**src/rtl/fwd_pkg.sv**
```systemverilog
// Shared types for the forwarding/hazard scoreboard: the in-flight entry
// record, the bubble constant and the forwarding-select width helper.
package fwd_pkg;

  // Entries store destinations at this width so any REG_W up to it fits.
  localparam int MAX_REG_W = 5;

  typedef struct packed {
    logic                 valid;
    logic                 wr_en;
    logic                 is_load;
    logic [MAX_REG_W-1:0] dst;
  } sb_entry_t;

  localparam sb_entry_t SB_BUBBLE = '{valid: 1'b0, wr_en: 1'b0, is_load: 1'b0, dst: '0};

  // A select must encode 0 (register file) plus every tracked stage.
  function automatic int sel_width(input int num_stages);
    return $clog2(num_stages + 1);
  endfunction

endpackage

```
**src/rtl/fwd_match.sv**
```systemverilog
// Priority matcher for one source operand: finds the youngest in-flight
// writer of the source register and either forwards from it or, if it is a
// load whose data is not yet available, requests a stall.
module fwd_match
  import fwd_pkg::*;
#(
  parameter int NUM_STAGES = 3,
  parameter int LOAD_LAT   = 2,
  parameter int SEL_W      = 2
) (
  input  sb_entry_t [NUM_STAGES:1] entries,
  input  logic [MAX_REG_W-1:0]     src,
  input  logic                     src_used,
  input  logic                     dec_valid,
  output logic [SEL_W-1:0]         sel,
  output logic                     stall_req
);

  logic found;

  // Scan youngest to oldest; the first hit decides, so an older ready
  // writer can never mask a younger load that is still in flight.
  always_comb begin
    sel       = '0;
    stall_req = 1'b0;
    found     = 1'b0;
    for (int k = 1; k <= NUM_STAGES; k++) begin
      if (!found && dec_valid && src_used && entries[k].valid &&
          entries[k].wr_en && (entries[k].dst == src)) begin
        found = 1'b1;
        if (!entries[k].is_load || (k > LOAD_LAT)) begin
          sel = SEL_W'(k);
        end else begin
          stall_req = 1'b1;
        end
      end
    end
  end

endmodule

```
**src/rtl/fwd_hazard_scoreboard.sv**
```systemverilog
// Shift-register scoreboard of in-flight destinations with per-operand
// forwarding selects and a load-use stall. Optional stall-cycle counter is
// built only when FWD_STALL_CNT_EN is defined; otherwise stall_cnt is 0.
module fwd_hazard_scoreboard
  import fwd_pkg::*;
#(
  parameter int REG_W        = 3,
  parameter int NUM_STAGES   = 3,
  parameter int LOAD_LAT     = 2,
  parameter int FLUSH_STAGES = 1,
  parameter int SEL_W        = sel_width(NUM_STAGES)
) (
  input  logic             clk,
  input  logic             rst,
  input  logic             adv,
  input  logic             flush,
  input  logic             dec_valid,
  input  logic             dec_wr_en,
  input  logic             dec_is_load,
  input  logic [REG_W-1:0] dec_dst,
  input  logic [REG_W-1:0] dec_src_a,
  input  logic             dec_src_a_used,
  input  logic [REG_W-1:0] dec_src_b,
  input  logic             dec_src_b_used,
  output logic [SEL_W-1:0] fwd_a_sel,
  output logic [SEL_W-1:0] fwd_b_sel,
  output logic             ld_stall,
  output logic [15:0]      stall_cnt
);

  sb_entry_t [NUM_STAGES:1] entries_q, entries_d;
  sb_entry_t                dec_entry;
  logic                     stall_a, stall_b;

  assign dec_entry = '{valid: 1'b1, wr_en: dec_wr_en, is_load: dec_is_load,
                       dst: MAX_REG_W'(dec_dst)};

  fwd_match #(.NUM_STAGES(NUM_STAGES), .LOAD_LAT(LOAD_LAT), .SEL_W(SEL_W)) u_match_a (
    .entries   (entries_q),
    .src       (MAX_REG_W'(dec_src_a)),
    .src_used  (dec_src_a_used),
    .dec_valid (dec_valid),
    .sel       (fwd_a_sel),
    .stall_req (stall_a)
  );

  fwd_match #(.NUM_STAGES(NUM_STAGES), .LOAD_LAT(LOAD_LAT), .SEL_W(SEL_W)) u_match_b (
    .entries   (entries_q),
    .src       (MAX_REG_W'(dec_src_b)),
    .src_used  (dec_src_b_used),
    .dec_valid (dec_valid),
    .sel       (fwd_b_sel),
    .stall_req (stall_b)
  );

  assign ld_stall = stall_a | stall_b;

  // Next scoreboard state: shift on advance, then kill the youngest stages on flush.
  always_comb begin
    entries_d = entries_q;
    if (adv) begin
      for (int k = NUM_STAGES; k >= 2; k--) begin
        entries_d[k] = entries_q[k-1];
      end
      entries_d[1] = (dec_valid && !ld_stall && !flush) ? dec_entry : SB_BUBBLE;
    end
    if (flush) begin
      for (int k = 1; k <= NUM_STAGES; k++) begin
        if (k <= FLUSH_STAGES) begin
          entries_d[k] = SB_BUBBLE;
        end
      end
    end
  end

  // Scoreboard registers; reset empties every stage.
  always_ff @(posedge clk or negedge rst) begin
    if (!rst) begin
      entries_q <= {NUM_STAGES{SB_BUBBLE}};
    end else begin
      entries_q <= entries_d;
    end
  end

`ifdef FWD_STALL_CNT_EN
  logic [15:0] stall_cnt_q, stall_cnt_d;

  // Count cycles where a stall actually costs a pipeline advance; saturate.
  always_comb begin
    stall_cnt_d = stall_cnt_q;
    if (ld_stall && adv && (stall_cnt_q != 16'hFFFF)) begin
      stall_cnt_d = stall_cnt_q + 16'd1;
    end
  end

  // Stall counter register.
  always_ff @(posedge clk or negedge rst) begin
    if (!rst) begin
      stall_cnt_q <= 16'h0000;
    end else begin
      stall_cnt_q <= stall_cnt_d;
    end
  end

  assign stall_cnt = stall_cnt_q;
`else
  assign stall_cnt = 16'h0000;
`endif

endmodule

```
**config.mk**
```make
export PLATFORM = sky130hd
export DESIGN_NAME = fwd_hazard_scoreboard
export DESIGN_NICKNAME = d
export VERILOG_FILES = /design/src/rtl/fwd_pkg.sv /design/src/rtl/fwd_match.sv /design/src/rtl/fwd_hazard_scoreboard.sv
export SDC_FILE = /design/constraint.sdc
export NUM_CORES = 1
export LEC_CHECK = 0
export BUFFER_PORTS_ARGS = -buffer_cell sky130_fd_sc_hd__buf_4
export CORE_MARGIN = 2
export CORE_UTILIZATION = 45
export DETAILED_ROUTE_END_ITERATION = 7
export GPL_TIMING_DRIVEN = 0
export PLACE_DENSITY = 0.73
export SETUP_SLACK_MARGIN = 0.05
export SLEW_MARGIN = 25
export SYNTH_ARGS = -nofsm -noshare
export SYNTH_HDL_FRONTEND = slang
export SYNTH_SLANG_ARGS = --single-unit
```
**constraint.sdc**
```tcl
create_clock -name clk -period 1.8 [get_ports clk]
set_input_delay 0.27 -clock clk [delete_from_list [all_inputs] [get_ports clk]]
set_output_delay 0.27 -clock clk [all_outputs]
set_load 0.005 [all_outputs]
```
# Word-level counts from Yosys, hierarchy flattened
# Index checks and enable logic that the tools add are counted.
# Widths: inputs -> output; s select.
dict set report totals {
  input_bits 18
  wordCells 78
  output_inout_bits 21
  ff_bits 23
}
dict set report classes {
  n_reduce_logical 37
  eq_ne 6
  n_bitwise 1
  mux 23
}
# cell count
set op_table {}
lappend op_table {{$eq 5x3->1} 6}
lappend op_table {{$logic_and 1x1->1} 30}
lappend op_table {{$mux 8} 3}
lappend op_table {{$mux 2} 7}
lappend op_table {{$mux 1} 13}
lappend op_table {{$logic_not 1->1} 6}
lappend op_table {{$reduce_bool 2->1} 1}
lappend op_table {{$or 1x1->1} 1}

# Depth between registers and ports, before layout
dict set report logic_depth {
  word_depth 19
  depth_mapped 5
  mapped_depth_nobuf 5
}

# Hierarchy
# Synthesis repeated with hierarchy kept, for this count alone.
dict set report unflattened {
  hier_cells 126
  area_unflattened_um2 1390.1
}
# mod seq_area_each_um2 n_inst cells_per_inst area_each_um2
set by_module_without_submodules {}
lappend by_module_without_submodules {fwd_hazard_scoreboard 450.4 1 64 889.6}
lappend by_module_without_submodules {fwd_match 0.0 2 31 250.2}

# Worst setup path before layout
# OpenSTA, ideal clock, no wires.
dict set report synth_timing {
  path_kind {flip-flop to flip-flop}
  from {register entries_q[0] in the netlist's numbering}
  to {register entries_q[0] in the netlist's numbering}
  t_arrival_ns 1.556
  path_buffers 0
  t_required_ns 1.734
  setup_time_ns 0.066
  path_stages_with_launch 6
  period_less_slack_ns 1.622
  setup_slack_ns 0.178
  cell_sequence {dfrtp_1 -> xor2_1 -> nor4_4 -> nor3_2 -> nor4b_4 -> a22o_1}
}
dict set report synth_via {
  elab_chain_cells 17
  elab_cells_between_ends 31
  classes_between {eq/ne (2); mux (11); bitwise (1); reduce/logical (17)}
}
# element line
set synth_rtl {}
lappend synth_rtl {{from (decl)} fwd_hazard_scoreboard.sv:31} ;# sb_entry_t [NUM_STAGES:1] entries_q, entries_d;
lappend synth_rtl {{from (signal assigned)} fwd_hazard_scoreboard.sv:79} ;# entries_q <= {NUM_STAGES{SB_BUBBLE}};
lappend synth_rtl {{from (signal assigned)} fwd_hazard_scoreboard.sv:81} ;# entries_q <= entries_d;
lappend synth_rtl {{$eq 5x3->1} fwd_match.sv:29} ;# entries[k].wr_en && (entries[k].dst == src)) begin
lappend synth_rtl {{$logic_and 1x1->1} fwd_match.sv:29}
lappend synth_rtl {{$mux 1} fwd_match.sv:28} ;# if (!found && dec_valid && src_used && entries[k].valid &&
lappend synth_rtl {{$logic_not 1->1} fwd_match.sv:28}
lappend synth_rtl {{$logic_and 1x1->1 (4 in series)} fwd_match.sv:28}
lappend synth_rtl {{$logic_and 1x1->1} fwd_match.sv:29}
lappend synth_rtl {{$mux 1} fwd_match.sv:28}
lappend synth_rtl {{$or 1x1->1 (*)} fwd_hazard_scoreboard.sv:56} ;# assign ld_stall = stall_a | stall_b;
lappend synth_rtl {{$logic_not 1->1 (*)} fwd_hazard_scoreboard.sv:65} ;# entries_d[1] = (dec_valid && !ld_stall && !flush) ? dec_entry : SB_BUBBLE;
lappend synth_rtl {{$logic_and 1x1->1 (*) (2 in series)} fwd_hazard_scoreboard.sv:65}
lappend synth_rtl {{$mux 8 (*)} fwd_hazard_scoreboard.sv:65}
lappend synth_rtl {{$mux 8 (*)} fwd_hazard_scoreboard.sv:61} ;# if (adv) begin
lappend synth_rtl {{$mux 8 (*)} fwd_hazard_scoreboard.sv:67} ;# if (flush) begin
# Mark *: on every way between the ends. The rest lies on a longest branch, timed or not. The select of a mux whose other input is x is not followed.
# A chain may end at the register's enable or synchronous reset.

# Worst setup path in the final report
dict set report layout_timing {
  from {register entries_q[1] in the netlist's numbering}
  to {output port ld_stall}
}
dict set report layout_via {
  elab_chain_cells 11
  elab_cells_between_ends 25
  classes_between {eq/ne (2); mux (8); bitwise (1); reduce/logical (14)}
}
# element line
set layout_rtl {}
lappend layout_rtl {{$eq 5x3->1} fwd_match.sv:29}
lappend layout_rtl {{$logic_and 1x1->1} fwd_match.sv:29}
lappend layout_rtl {{$mux 1} fwd_match.sv:28}
lappend layout_rtl {{$logic_not 1->1} fwd_match.sv:28}
lappend layout_rtl {{$logic_and 1x1->1 (4 in series)} fwd_match.sv:28}
lappend layout_rtl {{$logic_and 1x1->1} fwd_match.sv:29}
lappend layout_rtl {{$mux 1} fwd_match.sv:28}
lappend layout_rtl {{$or 1x1->1 (*)} fwd_hazard_scoreboard.sv:56}
lappend layout_rtl {{to (decl)} fwd_hazard_scoreboard.sv:27} ;# output logic ld_stall,
# Mark *: on every way between the ends. The rest lies on a longest branch, timed or not.

==> out/qor.csv <==
metric,value,unit
via count,875,
Least-Margin Pin Slew,0.557,ns
Worst setup endpoint,ld_stall,
Clk pwr share,24.7,%
Final WS setup,-0.162,ns
R2R cell count,6,
CP required,1.53,ns
DIE WIDTH,53.5,um
share of layout cells above drive strength 1,51.7,%
area delta synth->final,37.0,%
via/cell ratio,4.89,
Slew headroom,62.9,%
CP max FO,4,
VDD IR max,0.522,mV
CP endpoint kind,output port,
cts bufs inserted,3,
GPL Wtd Cong,0.800,
register bit total from synthesis,17,
fin nets,170,
Tot Pwr,809,uW
largest net degree at the start of global routing,18,
Site Rows,17,
final wirelength,2350,um
Gate Count Post-Synth,102,
status,finished with violations,
final slew viol count,0,
drt wl/cell,13.1,um
vias in the first global route,803,
fmax,510,MHz
Die Height,53.5,um
final setup fails,5,
Root Buffer,clkbuf_4,
Critical Path Source Type,flip-flop,
IO Pins,39,
Post-Syn Area,1100,sq um
Tot GR Track Use,18.8,%
ant diodes,0,
ranking of synthesized cells by area,"dfrtp_1 39%, mux2_2 11%, buf_4 11%",
"Min Clock Period, post-route",1.96,ns
WS Path Type,flip-flop to output port,
FF-to-FF End,entries_q[6],
Starting Density,48.8,%
max_cap viols,0,
CTS tree,built,
clk buf depth,2,
Initial DRT Pass Iterations,4,
Tightest Hold Check Type,input port to flip-flop,
P_int,592,uW
"commonest non-fill, non-tap cell in the layout",buf_4,
max reg flops,17,
first-pass GRT wire length,3810,um
Syn. warnings,0,
initial antenna violation count,0,
r2r startpoint,entries_q[1],
Largest Register,entries_q,
Routed Antenna Nets,0,
Logic pwr share,22.5,%
Final Cycle Share,109,%
Max stage delay on crit path,0.45,ns
share of the yosys chip area belonging to registers,38.6,%
die area,2860,sq um
leakage power,0.754,nW
Fin. Hold Viols,0,
crit path max-delay cell type,dfrtp_2,
H-tree depth,1,
Non-Filler Instances,179,
failing checks,negative setup slack,
WP data arrival,1.69,ns
"Cell Chain, Critical Path","xor2_1, nor4_4, nor3_2, nor2_1, nand2_1, buf_4",
Yosys top cell by area,dfrtp_1,
Skew-Pair Late Insertion Delay,0.28,ns
drc violations,0,
detailed placer's ending HPWL,1790,um
Port Buffers,22,
most frequent cells in the layout,"45 x buf_4, 16 x conb_1, 13 x dfrtp_1",
# placed instances,167,
Largest regs,entries_q (17),
"Avg Cell Area, Syn",10.8,sq um
clock transition at the registers of the reported paths,0.09,ns
Unique masters post-synth,25,
Power Density,536,nW/um^2
switching share of power,26.8,%
start point of the critical path,entries_q[1],
Clock Skew,0.00170,ns
RSZ-0062 raised after global routing,true,
share of the synthesized area in the top cell type,38.6,%
Num Clock Sinks,17,
sw power,216,uW
reg2reg setup slack,0.05,ns
Core Area,2250,sq um
initial DRC count,13,
Flop pwr share,52.8,%
GRT overflow,0,
Yosys cell counts:
master,instances
nor2_1,4
nand2_1,4
nor3_2,1
nand4_1,4
xnor2_1,6
xor2_1,12
and2_1,1
nand3b_1,1
o21ai_0,1
o22ai_1,2
inv_1,2
nor4b_4,1
nor3_1,1
nor4_1,2
conb_1,1
a22o_1,5
mux2_2,11
dfrtp_1,17
o21a_1,2
buf_1,1
nand3_1,4
nor4_2,1
buf_4,16
nor4_4,1
a21o_2,1
power by group through the flow:
stage / combinational [mW] / clock (mW) / sequential (mW)
after floorplan: 0.100 / 0 / 0.427
after global placement: 0.155 / 0 / 0.432
after detailed placement: 0.159 / 0 / 0.434
after CTS: 0.172 / 0.206 / 0.425
after global routing: 0.200 / 0.225 / 0.430
final: 0.182 / 0.200 / 0.427
through the flow:
stage / utilization, % / hold slack [ns] / setup WS (ns) / TNS [ns] / instance area, sq um
6_report: 66.9 / 0.209 / -0.162 / -0.616 / 1510
4_1_cts: 64.3 / 0.196 / -0.124 / -0.533 / 1450
3_3_place_gp: 60.2 / 0.141 / 0.0106 / 0 / 1360
2_1_floorplan: - / -0.0256 / 0.178 / 0 / 1160
5_1_grt: 66.9 / 0.188 / -0.270 / -1.33 / 1510
3_5_place_dp: 60.2 / 0.143 / -0.0518 / -0.181 / 1360
cells by family after synthesis:
logic type,synth area share [%]
buffers and inverters,11.9
DFF,38.6
other,0.341
and+or+nand+nor,15.8
AOI/OAI and AO/OA,7.73
xor gates and xnor gates,14.3
muxes,11.3
worst max-delay path: cells and delay by family, from the launching register on:
kind	cells	cell delay [ns]
buffers and inverters	1	0.13
xor gates and xnor gates	1	0.18
DFF	1	0.45
and+or+nand+nor	4	0.64
final cells by class:
cell class	instances	area, sq um
buffer	17	124
clock buffer	4	26.3
timing repair buffer	30	228
inverter	2	7.51
fill	190	746
multi-input combinational	81	658
sequential	17	430
tap	28	35.0
routing by layer:
metal | track usage (%) | routed length (um)
met1 | 23.3 | 965
met2 | 34.2 | 1200
met3 | 1.69 | 153
met4 | 5.13 | 31
met5 | 0 | 0
what timing repair did:
item / in CTS / in global routing
setup endpoints to repair: 11 / 11
hold buffers: 1 / 0
gates resized for setup: 5 / 11
hold endpoints to repair: 17 / 0
cloned: 0 / 0
pin swaps: 14 / 19
buffers inserted: 4 / 3
worst min-delay path by stage:
stage                     from  cells after the start            end
detailed placement         rst                      1  entries_q[10]
floorplan                  rst                      0   entries_q[0]
CTS                 dec_dst[2]                      2   entries_q[2]
global placement           rst                      1   entries_q[1]
global route        dec_dst[1]                      2   entries_q[1]
finish              dec_dst[1]                      2   entries_q[1]
Power figures use the tool's default switching activity.
